### src/rtl/alu_cmd_sequencer_pkg.sv
// rtl/alu_cmd_sequencer_pkg.sv - shared opcode and state definitions for the ALU command sequencer
//
// Purpose: opcode constants for the 19 supported MIPS-style ALU operations and
//          the sequencer state encoding. Imported by the sequencer, the opcode
//          validator and any ALU/bench that needs the same encodings.
// Ports:   none (package).

package alu_cmd_sequencer_pkg;

  // ALU opcodes (6-bit function/opcode field).
  localparam logic [5:0] OP_SLL  = 6'h00;
  localparam logic [5:0] OP_SRL  = 6'h02;
  localparam logic [5:0] OP_SRA  = 6'h03;
  localparam logic [5:0] OP_SLLV = 6'h04;
  localparam logic [5:0] OP_SRLV = 6'h06;
  localparam logic [5:0] OP_SRAV = 6'h07;
  localparam logic [5:0] OP_ADDU = 6'h21;
  localparam logic [5:0] OP_SUBU = 6'h23;
  localparam logic [5:0] OP_AND  = 6'h24;
  localparam logic [5:0] OP_OR   = 6'h25;
  localparam logic [5:0] OP_XOR  = 6'h26;
  localparam logic [5:0] OP_NOR  = 6'h27;
  localparam logic [5:0] OP_SLT  = 6'h2A;
  localparam logic [5:0] OP_ADDI = 6'h08;
  localparam logic [5:0] OP_ANDI = 6'h0C;
  localparam logic [5:0] OP_ORI  = 6'h0D;
  localparam logic [5:0] OP_XORI = 6'h0E;
  localparam logic [5:0] OP_LUI  = 6'h0F;
  localparam logic [5:0] OP_SLTI = 6'h0A;

  // Sequencer states.
  typedef enum logic [2:0] {
    ST_IDLE    = 3'd0,
    ST_WAIT_B  = 3'd1,
    ST_WAIT_OP = 3'd2,
    ST_EXEC    = 3'd3,
    ST_SEND    = 3'd4,
    ST_WAIT_TX = 3'd5
  } seq_state_e;

endpackage

### src/rtl/alu_op_validator.sv
// rtl/alu_op_validator.sv - combinational opcode validity check
//
// Purpose: flags whether an opcode is one of the 19 operations the ALU implements.
// Ports:
//   i_opcode  in  SIZEOP  candidate opcode
//   o_valid   out 1       high when i_opcode is a supported operation

module alu_op_validator
  import alu_cmd_sequencer_pkg::*;
#(
  parameter int SIZEOP = 6
) (
  input  logic [SIZEOP-1:0] i_opcode,
  output logic              o_valid
);

  always_comb begin
    o_valid = 1'b0;
    case (i_opcode)
      SIZEOP'(OP_SLL),  SIZEOP'(OP_SRL),  SIZEOP'(OP_SRA),
      SIZEOP'(OP_SLLV), SIZEOP'(OP_SRLV), SIZEOP'(OP_SRAV),
      SIZEOP'(OP_ADDU), SIZEOP'(OP_SUBU), SIZEOP'(OP_AND),
      SIZEOP'(OP_OR),   SIZEOP'(OP_XOR),  SIZEOP'(OP_NOR),
      SIZEOP'(OP_SLT),  SIZEOP'(OP_ADDI), SIZEOP'(OP_ANDI),
      SIZEOP'(OP_ORI),  SIZEOP'(OP_XORI), SIZEOP'(OP_LUI),
      SIZEOP'(OP_SLTI): o_valid = 1'b1;
      default:          o_valid = 1'b0;
    endcase
  end

endmodule

### src/rtl/alu_cmd_sequencer.sv
// rtl/alu_cmd_sequencer.sv - byte-stream command sequencer for the 8-bit ALU
//
// Purpose: collects operand A, operand B and opcode bytes from the UART receiver,
//          validates the opcode, drives the external combinational ALU for one
//          cycle, captures the result and hands it to the UART transmitter.
// Ports:
//   i_clock     in  1         system clock, rising edge
//   i_reset_n   in  1         asynchronous active-low reset
//   i_rx_data   in  SIZEDATA  received byte
//   i_rx_done   in  1         strobe, i_rx_data valid
//   o_datoa     out SIZEDATA  ALU operand A (registered)
//   o_datob     out SIZEDATA  ALU operand B (registered)
//   o_opcode    out SIZEOP    ALU opcode (registered)
//   i_result    in  SIZEDATA  ALU combinational result
//   o_tx_data   out SIZEDATA  byte to transmit (captured result)
//   o_tx_start  out 1         one-cycle strobe to transmitter
//   i_tx_done   in  1         strobe, transmit finished
//   o_busy      out 1         high whenever not idle
//   o_error     out 1         sticky invalid-opcode flag
//   o_timeout   out 1         one-cycle pulse on command abort
//   o_overrun   out 1         one-cycle pulse when a byte is dropped

module alu_cmd_sequencer
  import alu_cmd_sequencer_pkg::*;
#(
  parameter int SIZEDATA = 8,
  parameter int SIZEOP   = 6,
  parameter int TIMEOUT  = 1000,
  parameter int TOUT_W   = 10
) (
  input  logic                i_clock,
  input  logic                i_reset_n,
  input  logic [SIZEDATA-1:0] i_rx_data,
  input  logic                i_rx_done,
  output logic [SIZEDATA-1:0] o_datoa,
  output logic [SIZEDATA-1:0] o_datob,
  output logic [SIZEOP-1:0]   o_opcode,
  input  logic [SIZEDATA-1:0] i_result,
  output logic [SIZEDATA-1:0] o_tx_data,
  output logic                o_tx_start,
  input  logic                i_tx_done,
  output logic                o_busy,
  output logic                o_error,
  output logic                o_timeout,
  output logic                o_overrun
);

  localparam logic [TOUT_W-1:0] TOUT_LAST = TOUT_W'(TIMEOUT - 1);
  localparam logic [TOUT_W-1:0] TOUT_MAX  = {TOUT_W{1'b1}};

  seq_state_e          state_q, state_d;
  logic [SIZEDATA-1:0] data_a_q, data_a_d;
  logic [SIZEDATA-1:0] data_b_q, data_b_d;
  logic [SIZEOP-1:0]   opcode_q, opcode_d;
  logic [SIZEDATA-1:0] result_q, result_d;
  logic                error_q, error_d;
  logic [TOUT_W-1:0]   cnt_q, cnt_d;

  logic                op_valid;
  logic [TOUT_W-1:0]   cnt_inc;
  logic                tout_hit;
  logic                tx_start;
  logic                timeout;
  logic                overrun;

  // Checks the incoming byte directly so the decision is made in the strobe cycle.
  alu_op_validator #(
    .SIZEOP (SIZEOP)
  ) u_op_validator (
    .i_opcode (i_rx_data[SIZEOP-1:0]),
    .o_valid  (op_valid)
  );

  // Saturating increment; the abort fires in the cycle the count would reach
  // TIMEOUT-1, so the comparison is on the incremented value.
  assign cnt_inc  = (cnt_q == TOUT_MAX) ? cnt_q : cnt_q + 1'b1;
  assign tout_hit = (cnt_inc >= TOUT_LAST);

  always_comb begin
    state_d  = state_q;
    data_a_d = data_a_q;
    data_b_d = data_b_q;
    opcode_d = opcode_q;
    result_d = result_q;
    error_d  = error_q;
    cnt_d    = '0;
    tx_start = 1'b0;
    timeout  = 1'b0;
    overrun  = 1'b0;

    case (state_q)
      ST_IDLE: begin
        if (i_rx_done) begin
          data_a_d = i_rx_data;
          error_d  = 1'b0;
          state_d  = ST_WAIT_B;
        end
      end

      ST_WAIT_B: begin
        // A byte on the abort cycle takes priority over the timeout.
        if (i_rx_done) begin
          data_b_d = i_rx_data;
          state_d  = ST_WAIT_OP;
        end else if (tout_hit) begin
          timeout = 1'b1;
          state_d = ST_IDLE;
        end else begin
          cnt_d = cnt_inc;
        end
      end

      ST_WAIT_OP: begin
        if (i_rx_done) begin
          opcode_d = i_rx_data[SIZEOP-1:0];
          if (op_valid) begin
            state_d = ST_EXEC;
          end else begin
            error_d = 1'b1;
            state_d = ST_IDLE;
          end
        end else if (tout_hit) begin
          timeout = 1'b1;
          state_d = ST_IDLE;
        end else begin
          cnt_d = cnt_inc;
        end
      end

      ST_EXEC: begin
        // Operands and opcode are already registered, so i_result is settled here.
        result_d = i_result;
        overrun  = i_rx_done;
        state_d  = ST_SEND;
      end

      ST_SEND: begin
        tx_start = 1'b1;
        overrun  = i_rx_done;
        state_d  = ST_WAIT_TX;
      end

      ST_WAIT_TX: begin
        overrun = i_rx_done;
        if (i_tx_done) begin
          state_d = ST_IDLE;
        end
      end

      default: begin
        state_d = ST_IDLE;
      end
    endcase
  end

  always_ff @(posedge i_clock or negedge i_reset_n) begin
    if (!i_reset_n) begin
      state_q  <= ST_IDLE;
      data_a_q <= '0;
      data_b_q <= '0;
      opcode_q <= '0;
      result_q <= '0;
      error_q  <= 1'b0;
      cnt_q    <= '0;
    end else begin
      state_q  <= state_d;
      data_a_q <= data_a_d;
      data_b_q <= data_b_d;
      opcode_q <= opcode_d;
      result_q <= result_d;
      error_q  <= error_d;
      cnt_q    <= cnt_d;
    end
  end

  assign o_datoa    = data_a_q;
  assign o_datob    = data_b_q;
  assign o_opcode   = opcode_q;
  assign o_tx_data  = result_q;
  assign o_tx_start = tx_start;
  assign o_busy     = (state_q != ST_IDLE);
  assign o_error    = error_q;
  assign o_timeout  = timeout;
  assign o_overrun  = overrun;

endmodule

### config.mk
export PLATFORM = sky130hd
export DESIGN_NAME = alu_cmd_sequencer
export DESIGN_NICKNAME = d
export VERILOG_FILES = /design/src/rtl/alu_cmd_sequencer_pkg.sv /design/src/rtl/alu_op_validator.sv /design/src/rtl/alu_cmd_sequencer.sv
export SDC_FILE = /design/constraint.sdc
export NUM_CORES = 1
export LEC_CHECK = 0
export ABC_AREA = 1
export CORE_UTILIZATION = 52
export CTS_BUF_LIST = sky130_fd_sc_hd__clkbuf_16
export CTS_CLUSTER_SIZE = 16
export DETAILED_ROUTE_END_ITERATION = 16
export HOLD_SLACK_MARGIN = 0.15
export PLACE_DENSITY = 0.82
export SLEW_MARGIN = 20
export SYNTH_ARGS = -nofsm -noshare
export SYNTH_HDL_FRONTEND = slang
export SYNTH_SLANG_ARGS = --single-unit
### constraint.sdc
create_clock -name i_clock -period 3.4 [get_ports i_clock]
set_input_delay 0.85 -clock i_clock [delete_from_list [all_inputs] [get_ports i_clock]]
set_output_delay 0.85 -clock i_clock [all_outputs]
set_load 0.02 [all_outputs]
==> results of run 1 <==
-- layout by cell type, fill, tap and decap left out, drive strengths merged --
| cell | count |
|---|---|
| xnor2 | 2 |
| nand3 | 11 |
| clkbuf | 5 |
| ha | 1 |
| nand4 | 3 |
| inv | 31 |
| clkinvlp | 1 |
| a21oi | 12 |
| or2 | 1 |
| nor2 | 18 |
| clkinv | 1 |
| or3 | 1 |
| o21ai | 26 |
| nor3 | 1 |
| nand3b | 1 |
| buf | 1 |
| a31oi | 3 |
| mux2 | 8 |
| dfrtp | 44 |
| o21bai | 1 |
| nand2 | 74 |
| dlymetal6s2s | 1 |
| clkdlybuf4s50 | 52 |
-- routing by layer --
metal / GRT usage / vias to the layer above
met5: 0 / -
met4: 0.0897 / 0
met3: 0.0608 / 7
met2: 0.423 / 31
met1: 0.282 / 804
li1: - / 885
-- kinds of logic (layout without fill, tap and decap cells) --
logic type	count (synthesis)	in the layout	synth area share
muxes	8	8	0.0435
AOI/OAI and AO/OA	42	42	0.104
xor gates and xnor gates	2	2	0.00845
adders and majority gates	1	1	0.00603
DFF	44	44	0.531
and+or+nand+nor	110	110	0.240
buffers and inverters	35	92	0.0670
-- final timing paths --
kind,start,to,slack (ps),depth (start not counted)
max reg2reg,cnt_q[0],state_q[0],1400,16
max in group asynchronous,i_reset_n,o_datoa[0],2120,1
min reg2reg,o_opcode[3],o_opcode[3],480,2
min,o_opcode[3],o_opcode[3],480,2
max,i_rx_done,o_overrun,280,4
min in group asynchronous,i_reset_n,cnt_q[7],710,1
-- through the flow --
stage	instance area, um2	cells	worst slack (ps)
floorplan	2070	242	944
global placement	2650	340	252
detailed placement	2650	340	231
CTS	2780	347	40.6
global route	2790	347	234
finish	2790	347	282
-- what timing repair did --
action | CTS | global route
hold buffers | 0 | 0
gates resized for setup | 0 | 1
setup buffers | 0 | 0
endpoints found under the setup margin | 0 | 1
-- worst min-delay path, stage by stage, from the launching register on --
cell,delay [ps]
dfrtp_1,340
nand2_1,50
o21ai_0,60
-- flip-flops by register name, summed over array words and instances, names as in the netlist --
signal     cells
cnt_q         10
o_error        1
o_datob        8
o_datoa        8
state_q        3
o_opcode       6
o_tx_data      8
-- cell usage after synthesis --
cell type and count:
nand3_1 9, mux2_2 8, nand3b_1 1, o21bai_1 1, nor2_2 4, nand3_2 1, nor2_4 2, nand2_1 70
nor3_1 1, buf_6 1, o21ai_0 26, nand2_2 4, dfrtp_1 44, ha_1 1, xnor2_1 2, inv_1 31
or3_1 1, a31oi_1 3, or2_2 1, nand4_1 3, nor2_1 12, nand3_4 1, clkbuf_1 3, a21oi_1 12
-- area by class of cell --
class	instances	area (um2)	area share
Clock buffer	5	125	0.0449
Clock inverter	2	12.5	0.00449
Inverter	31	116	0.0418
Multi-Input combinational cell	163	833	0.299
Sequential cell	44	1100	0.395
Tap cell	48	60.1	0.0216
Timing Repair Buffer	54	538	0.193
-- power groups by stage --
stage | logic, mW | clock network, mW | registers [mW]
after floorplan | 0.339 | 0 | 1.05
after global placement | 1.02 | 0 | 0.837
after detailed placement | 1.04 | 0 | 0.840
after CTS | 1.05 | 0.463 | 0.837
after global routing | 1.12 | 0.487 | 0.860
final | 1.04 | 0.452 | 0.837
==> out/metrics.yaml, run 1 <==
status:
  status: "finished clean"
setup_path:
  crit_path_end_kind: "output pin"
  critPathBufInv: 3
  critPathLaunchType: "input port"
  crit_path_max_incr_delay_ps: 630
  cp_top_family: "buffers and inverters"
  cp.required_ps: 2550
  cp_cell_sequence: "clkdlybuf4s50_1 -> inv_1 -> a21oi_1 -> clkdlybuf4s50_1"
  path_common_cell: "clkdlybuf4s50_1"
  cp_slowest_cell: "clkdlybuf4s50_1"
  crit_fanout: 6
  cp.arrival_ps: 2270
  worstSetupPathType: "input port to output pin"
sta:
  fin_crit_sh: 0.917
  finalSetupViolations: 0
  clock_skew_ps: 3.03
  slew_headroom: 0.379
  hold_ws_ps: 479
  fmax_ghz: 0.321
  finalHoldViolCount: 0
  rsz0062_at_grt: "false"
  maxSlewViolCount: 0
  tns_ps: 0
  finalCriticalPeriod_ps: 3120
  worstMarginPinSlew_ps: 931
floorplan:
  core_area_um2: 3740
  dieArea_um2: 4240
  die_h_um: 65.1
  die_w_um: 65.1
  ioPinCount: 55
  start_util: 0.554
  placementRows: 22
pwr:
  total_power_mw: 2.32
  intPower_mw: 1.47
  p_sw_mw: 0.856
  cellLeakagePower_nw: 1.32
  combPwrFrac: 0.446
  p_clk_frac: 0.194
  powerDensity_nw_per_um2: 834
  switching_share: 0.368
  ir_worst_vdd_uv: 499
  sequentialPowerShare: 0.360
layout:
  n_antenna_cell: 0
  syn2layout_area_growth_pct: 34.4
  layout-drive-gt1-share: 0.0970
  final_core_util: 0.744
  num-fill-cells: 293
  nets: 320
synth:
  synth_area_leaders: "dfrtp_1 53%, nand2_1 13%, o21ai_0 6.3%"
  ys_ff_latch: 44
  yosysUniqueCellTypes: 24
  synth_top_cell_area_share: 0.531
  yosys_warnings: 0
  synth_largest_area_cell: "dfrtp_1"
  synth.net_count: 263
  syn_area_um2: 2070
  avgSynthCellArea_um2: 8.57
  ys_seq_area_frac: 0.531
  syn-instance-count: 242
clocking:
  cts_sinks: 44
  cts_made_buffers: 5
  clock_path_buffers: 2
  cts-root-buf: "clkbuf_16"
  h-tree-depth: 2
  cts.reportedPaths.clkPinSlew_ps: 60
  tritoncts: "yes"
  worstSkewPairLatency_ps: 280
route:
  drt-met1-wl_mm: 2.04
  drt_iter0_markers: 129
  via_per_inst: 4.98
  vias: 1727
  dr.pass1.iters: 4
  antenna_left: 0
  drt_wl_total_mm: 4.58
  top_layer: "met4"
  wire_per_inst_um: 13.2
  wl_met2_mm: 2.28
  route.met3.wl_um: 212
  drc: 0
place:
  globalplace.congestion: 0.800
  io_buffer_count: 54
  dp_hpwl_mm: 3.39
global_routing:
  grt_pass1_wl_mm: 7.56
  grt_max_degree: 45
  antenna_found_initial: 0
  grt_overflow_total: 0
  grt_pass1_vias: 1699
  grt_util_all_layers: 0.241
min_path:
  hold_path.class: "register to register"
job:
  maxCapViolations: 0
(Power assumes the default switching activity.)
==> run 2: changes to the inputs <==
--- a/config.mk
+++ b/config.mk
@@ -6,6 +6,7 @@
 export NUM_CORES = 1
 export LEC_CHECK = 0
 export ABC_AREA = 1
+export CAP_MARGIN = 20
 export CORE_UTILIZATION = 52
 export CTS_BUF_LIST = sky130_fd_sc_hd__clkbuf_16
 export CTS_CLUSTER_SIZE = 16
==> results of run 2 <==
No change in the layout: final DEF, timing and power equal those of run 1.
==> run 3: changes to the inputs <==
--- a/config.mk
+++ b/config.mk
@@ -5,14 +5,13 @@
 export SDC_FILE = /design/constraint.sdc
 export NUM_CORES = 1
 export LEC_CHECK = 0
-export ABC_AREA = 1
 export CAP_MARGIN = 20
 export CORE_UTILIZATION = 52
 export CTS_BUF_LIST = sky130_fd_sc_hd__clkbuf_16
 export CTS_CLUSTER_SIZE = 16
 export DETAILED_ROUTE_END_ITERATION = 16
 export HOLD_SLACK_MARGIN = 0.15
-export PLACE_DENSITY = 0.82
+export PLACE_DENSITY = 0.81
 export SLEW_MARGIN = 20
 export SYNTH_ARGS = -nofsm -noshare
 export SYNTH_HDL_FRONTEND = slang
==> run 3 against run 2 <==
Against the previous run: flip-flop and latch count is the same; global-route usage shrank 1.2 points; register-to-register slack lost 300 ps; non-clock buffer count grew 11; worst setup slack got worse by 72 ps; via count decreased by 2.1%; hold slack improved by 24 ps; sequential share of layout area shrank 1.5 points; cell area is 4.0% higher; critical path depth rose by 2; largest power group unchanged.
==> out/metrics.yaml, run 3 <==
global_routing:
  antenna_found_initial: 0  # unchanged
  grt_util_all_layers: 0.229  # was 0.241
  grt_overflow_total: 0  # unchanged
  grt_pass1_wl_mm: 7.42  # was 7.56 mm
  grt_max_degree: 45  # unchanged
  grt_pass1_vias: 1613  # was 1,699
synth:
  synth-edff-count: 0  # unchanged
  synthArstFlopShare: 1.00  # unchanged
  synth_top_cell_area_share: 0.512  # was 0.531
  synth_largest_area_cell: "dfrtp_1"  # unchanged
  synth_area_leaders: "dfrtp_1 51%, mux2_2 16%, nand2_1 2.4%"  # was dfrtp_1 53%, nand2_1 13%, o21ai_0 6.3%
  yosysUniqueCellTypes: 42  # was 24
  syn-instance-count: 187  # was 242
  syn_area_um2: 2150  # was 2070 um2
  synth.net_count: 208  # was 263
  yosysMostFrequentCell: "dfrtp_1"  # was nand2_1
  synth_flop_cell: "dfrtp_1"  # unchanged
  ys_top_cells_by_count: "44 x dfrtp_1, 30 x mux2_2, 14 x nand2_1"  # was 70 x nand2_1, 44 x dfrtp_1, 31 x inv_1
  ys_ff_latch: 44  # unchanged
  yosys_warnings: 0  # unchanged
  avgSynthCellArea_um2: 11.5  # was 8.57 um2
  ys_seq_area_frac: 0.512  # was 0.531
setup_path:
  reg2reg_slack_ps: 1100  # was 1400 ps
  r2r-start: "cnt_q[0]"  # unchanged
  worstSetupPathType: "register to output pin"  # was input port to output pin
  reg2reg_depth: 6  # was 16
  critPathLaunchType: "register"  # was input port
  rr_endpoint: "state_q[0]"  # unchanged
  cp.required_ps: 2550  # about the same
  crit_path_end_kind: "output pin"  # unchanged
  cp.arrival_ps: 2340  # was 2270 ps
  crit_fanout: 4  # was 6
floorplan:
  placementRows: 23  # was 22
  ioPinCount: 55  # unchanged
  core_area_um2: 4000  # was 3740 um2
  die_w_um: 66.3  # was 65.1 um
  dieArea_um2: 4400  # was 4240 um2
  die_h_um: 66.3  # was 65.1 um
  start_util: 0.538  # was 0.554
sta:
  hold_ws_ps: 503  # was 479 ps
  finalHoldViolCount: 0  # unchanged
  finalCriticalPeriod_ps: 3190  # was 3120 ps
  fin_crit_sh: 0.938  # was 0.917
  slew_headroom: 0.382  # was 0.379
  clock_skew_ps: 3.68  # was 3.03 ps
  fmax_ghz: 0.313  # was 0.321 GHz
  tns_ps: 0  # unchanged
  rsz0062_at_grt: "false"  # unchanged
  maxSlewViolCount: 0  # unchanged
  finalSetupViolations: 0  # unchanged
  worstMarginPinSlew_ps: 927  # was 931 ps
clocking:
  h-tree-depth: 2  # unchanged
  clock_path_buffers: 2  # unchanged
  tritoncts: "yes"  # unchanged
  cts-root-buf: "clkbuf_16"  # unchanged
  worstSkewPairLatency_ps: 280  # about the same
  cts.reportedPaths.clkPinSlew_ps: 60  # about the same
  cts_made_buffers: 5  # unchanged
  post_cts_buffers: 0  # unchanged
  cts_sinks: 44  # unchanged
job:
  maxCapViolations: 0  # unchanged
route:
  vias: 1690  # was 1,727
  wire_per_inst_um: 14.6  # was 13.2 um
  drt_iter0_markers: 110  # was 129
  drc: 0  # unchanged
  dr.pass1.iters: 4  # unchanged
  antenna_left: 0  # unchanged
  drt_wl_total_mm: 4.38  # was 4.58 mm
  via_per_inst: 5.63  # was 4.98
pwr:
  powerDensity_nw_per_um2: 840  # was 834 nW/um2
  combPwrFrac: 0.461  # was 0.446
  intPower_mw: 1.60  # was 1.47 mW
  ir_worst_vdd_uv: 575  # was 499 uV
  p_clk_frac: 0.184  # was 0.194
  switching_share: 0.341  # was 0.368
  cellLeakagePower_nw: 1.19  # was 1.32 nW
  sequentialPowerShare: 0.355  # was 0.360
  p_sw_mw: 0.829  # was 0.856 mW
layout:
  largest_reg_flops: 10  # unchanged
  syn2layout_area_growth_pct: 34.7  # was 34.4%
  nets: 270  # was 320
  final_area_um2: 2900  # was 2790 um2
  top_register: "cnt_q"  # unchanged
  n_antenna_cell: 0  # unchanged
  layout-drive-gt1-share: 0.236  # was 0.0970
  final_cells: 300  # was 347
  final_cell_mix: "52 x clkdlybuf4s50_1, 44 x dfrtp_1, 30 x mux2_2"  # was 70 x nand2_1, 52 x clkdlybuf4s50_1, 44 x dfrtp_1
  num-fill-cells: 297  # was 293
  layout_commonest_cell: "clkdlybuf4s50_1"  # was nand2_1
min_path:
  hold_start: "o_tx_data[7]"  # was o_opcode[3]
  min_path_cells: 1  # was 2
  min_to: "o_tx_data[7]"  # was o_opcode[3]
  hold_path.class: "register to register"  # unchanged
place:
  postPlaceCellArea_um2: 2760  # was 2650 um2
  globalplace.congestion: 0.839  # was 0.800
  placed_cells: 292  # was 340
  io_buffer_count: 54  # unchanged
  dp_hpwl_mm: 3.02  # was 3.39 mm
status:
  status: "finished clean"  # unchanged
==> run 3: worst max-delay path by stage <==
stage / end / from / cells past startpoint / slack (ps)
6_report: o_timeout / cnt_q[0] / 6 / 210
5_1_grt: o_timeout / cnt_q[1] / 8 / 110
4_1_cts: o_timeout / cnt_q[0] / 6 / 30
3_5_place_dp: o_timeout / cnt_q[0] / 6 / -70
3_3_place_gp: o_timeout / cnt_q[0] / 6 / 10
2_1_floorplan: o_timeout / cnt_q[0] / 6 / 170
==> run 3: timing repair <==
| action | CTS | global route |
|---|---|---|
| hold endpoints to repair | 0 | 0 |
| gates resized for setup | 5 | 1 |
| hold buffers | 0 | 0 |
| pin swaps | 0 | 1 |
| setup endpoints to repair | 1 | 1 |
==> run 3: final cells by class <==
type	count	area [um2]	share of cell area
timing repair buffer	65	613	0.212
sequential	44	1100	0.380
inverter	2	7.51	0.00259
clock inverter	3	15.0	0.00518
multi-input combinational	131	973	0.336
tap	50	62.6	0.0216
clock buffer	5	125	0.0432
==> run 3: per-stage QoR <==
step / power [mW] / worst slack [ps] / utilization
4_1_cts: 2.46 / 32.1 / 0.726
5_1_grt: 2.58 / 114 / 0.724
3_5_place_dp: 1.99 / -69.8 / 0.689
2_1_floorplan: 1.46 / 173 / -
6_report: 2.43 / 210 / 0.724
3_3_place_gp: 1.97 / 12.2 / 0.689
==> run 3: critical path, stage by stage (launching register included) <==
cell      delay, ps
dfrtp_1         390
ha_1            220
or4b_1          520
a211oi_1        260
a31oi_1         160
nor4_2          270
buf_2           230
==> run 3: cell families after synthesis <==
kind of cell	synth area share
AO/OA/AOI/OAI	0.0855
XOR/XNOR	0.0163
adder cells (fa/ha/maj)	0.00581
buffers and inverters	0.0389
flip-flops	0.512
multiplexers	0.176
AND/OR/NAND/NOR	0.166
==> run 3: power groups by stage <==
stage	combinational, mW	clock [mW]	sequential (mW)
after floorplan	0.388	0	1.08
after global placement	1.11	0	0.861
after detailed placement	1.12	0	0.867
after CTS	1.13	0.461	0.865
after global routing	1.20	0.483	0.892
final	1.12	0.448	0.865
==> run 3: metal layers <==
| metal | track usage | part of all wire |
|---|---|---|
| met5 | 0 | 0 |
| met4 | 0.0931 | 0.012 |
| met3 | 0.0810 | 0.074 |
| met2 | 0.358 | 0.48 |
| met1 | 0.286 | 0.43 |
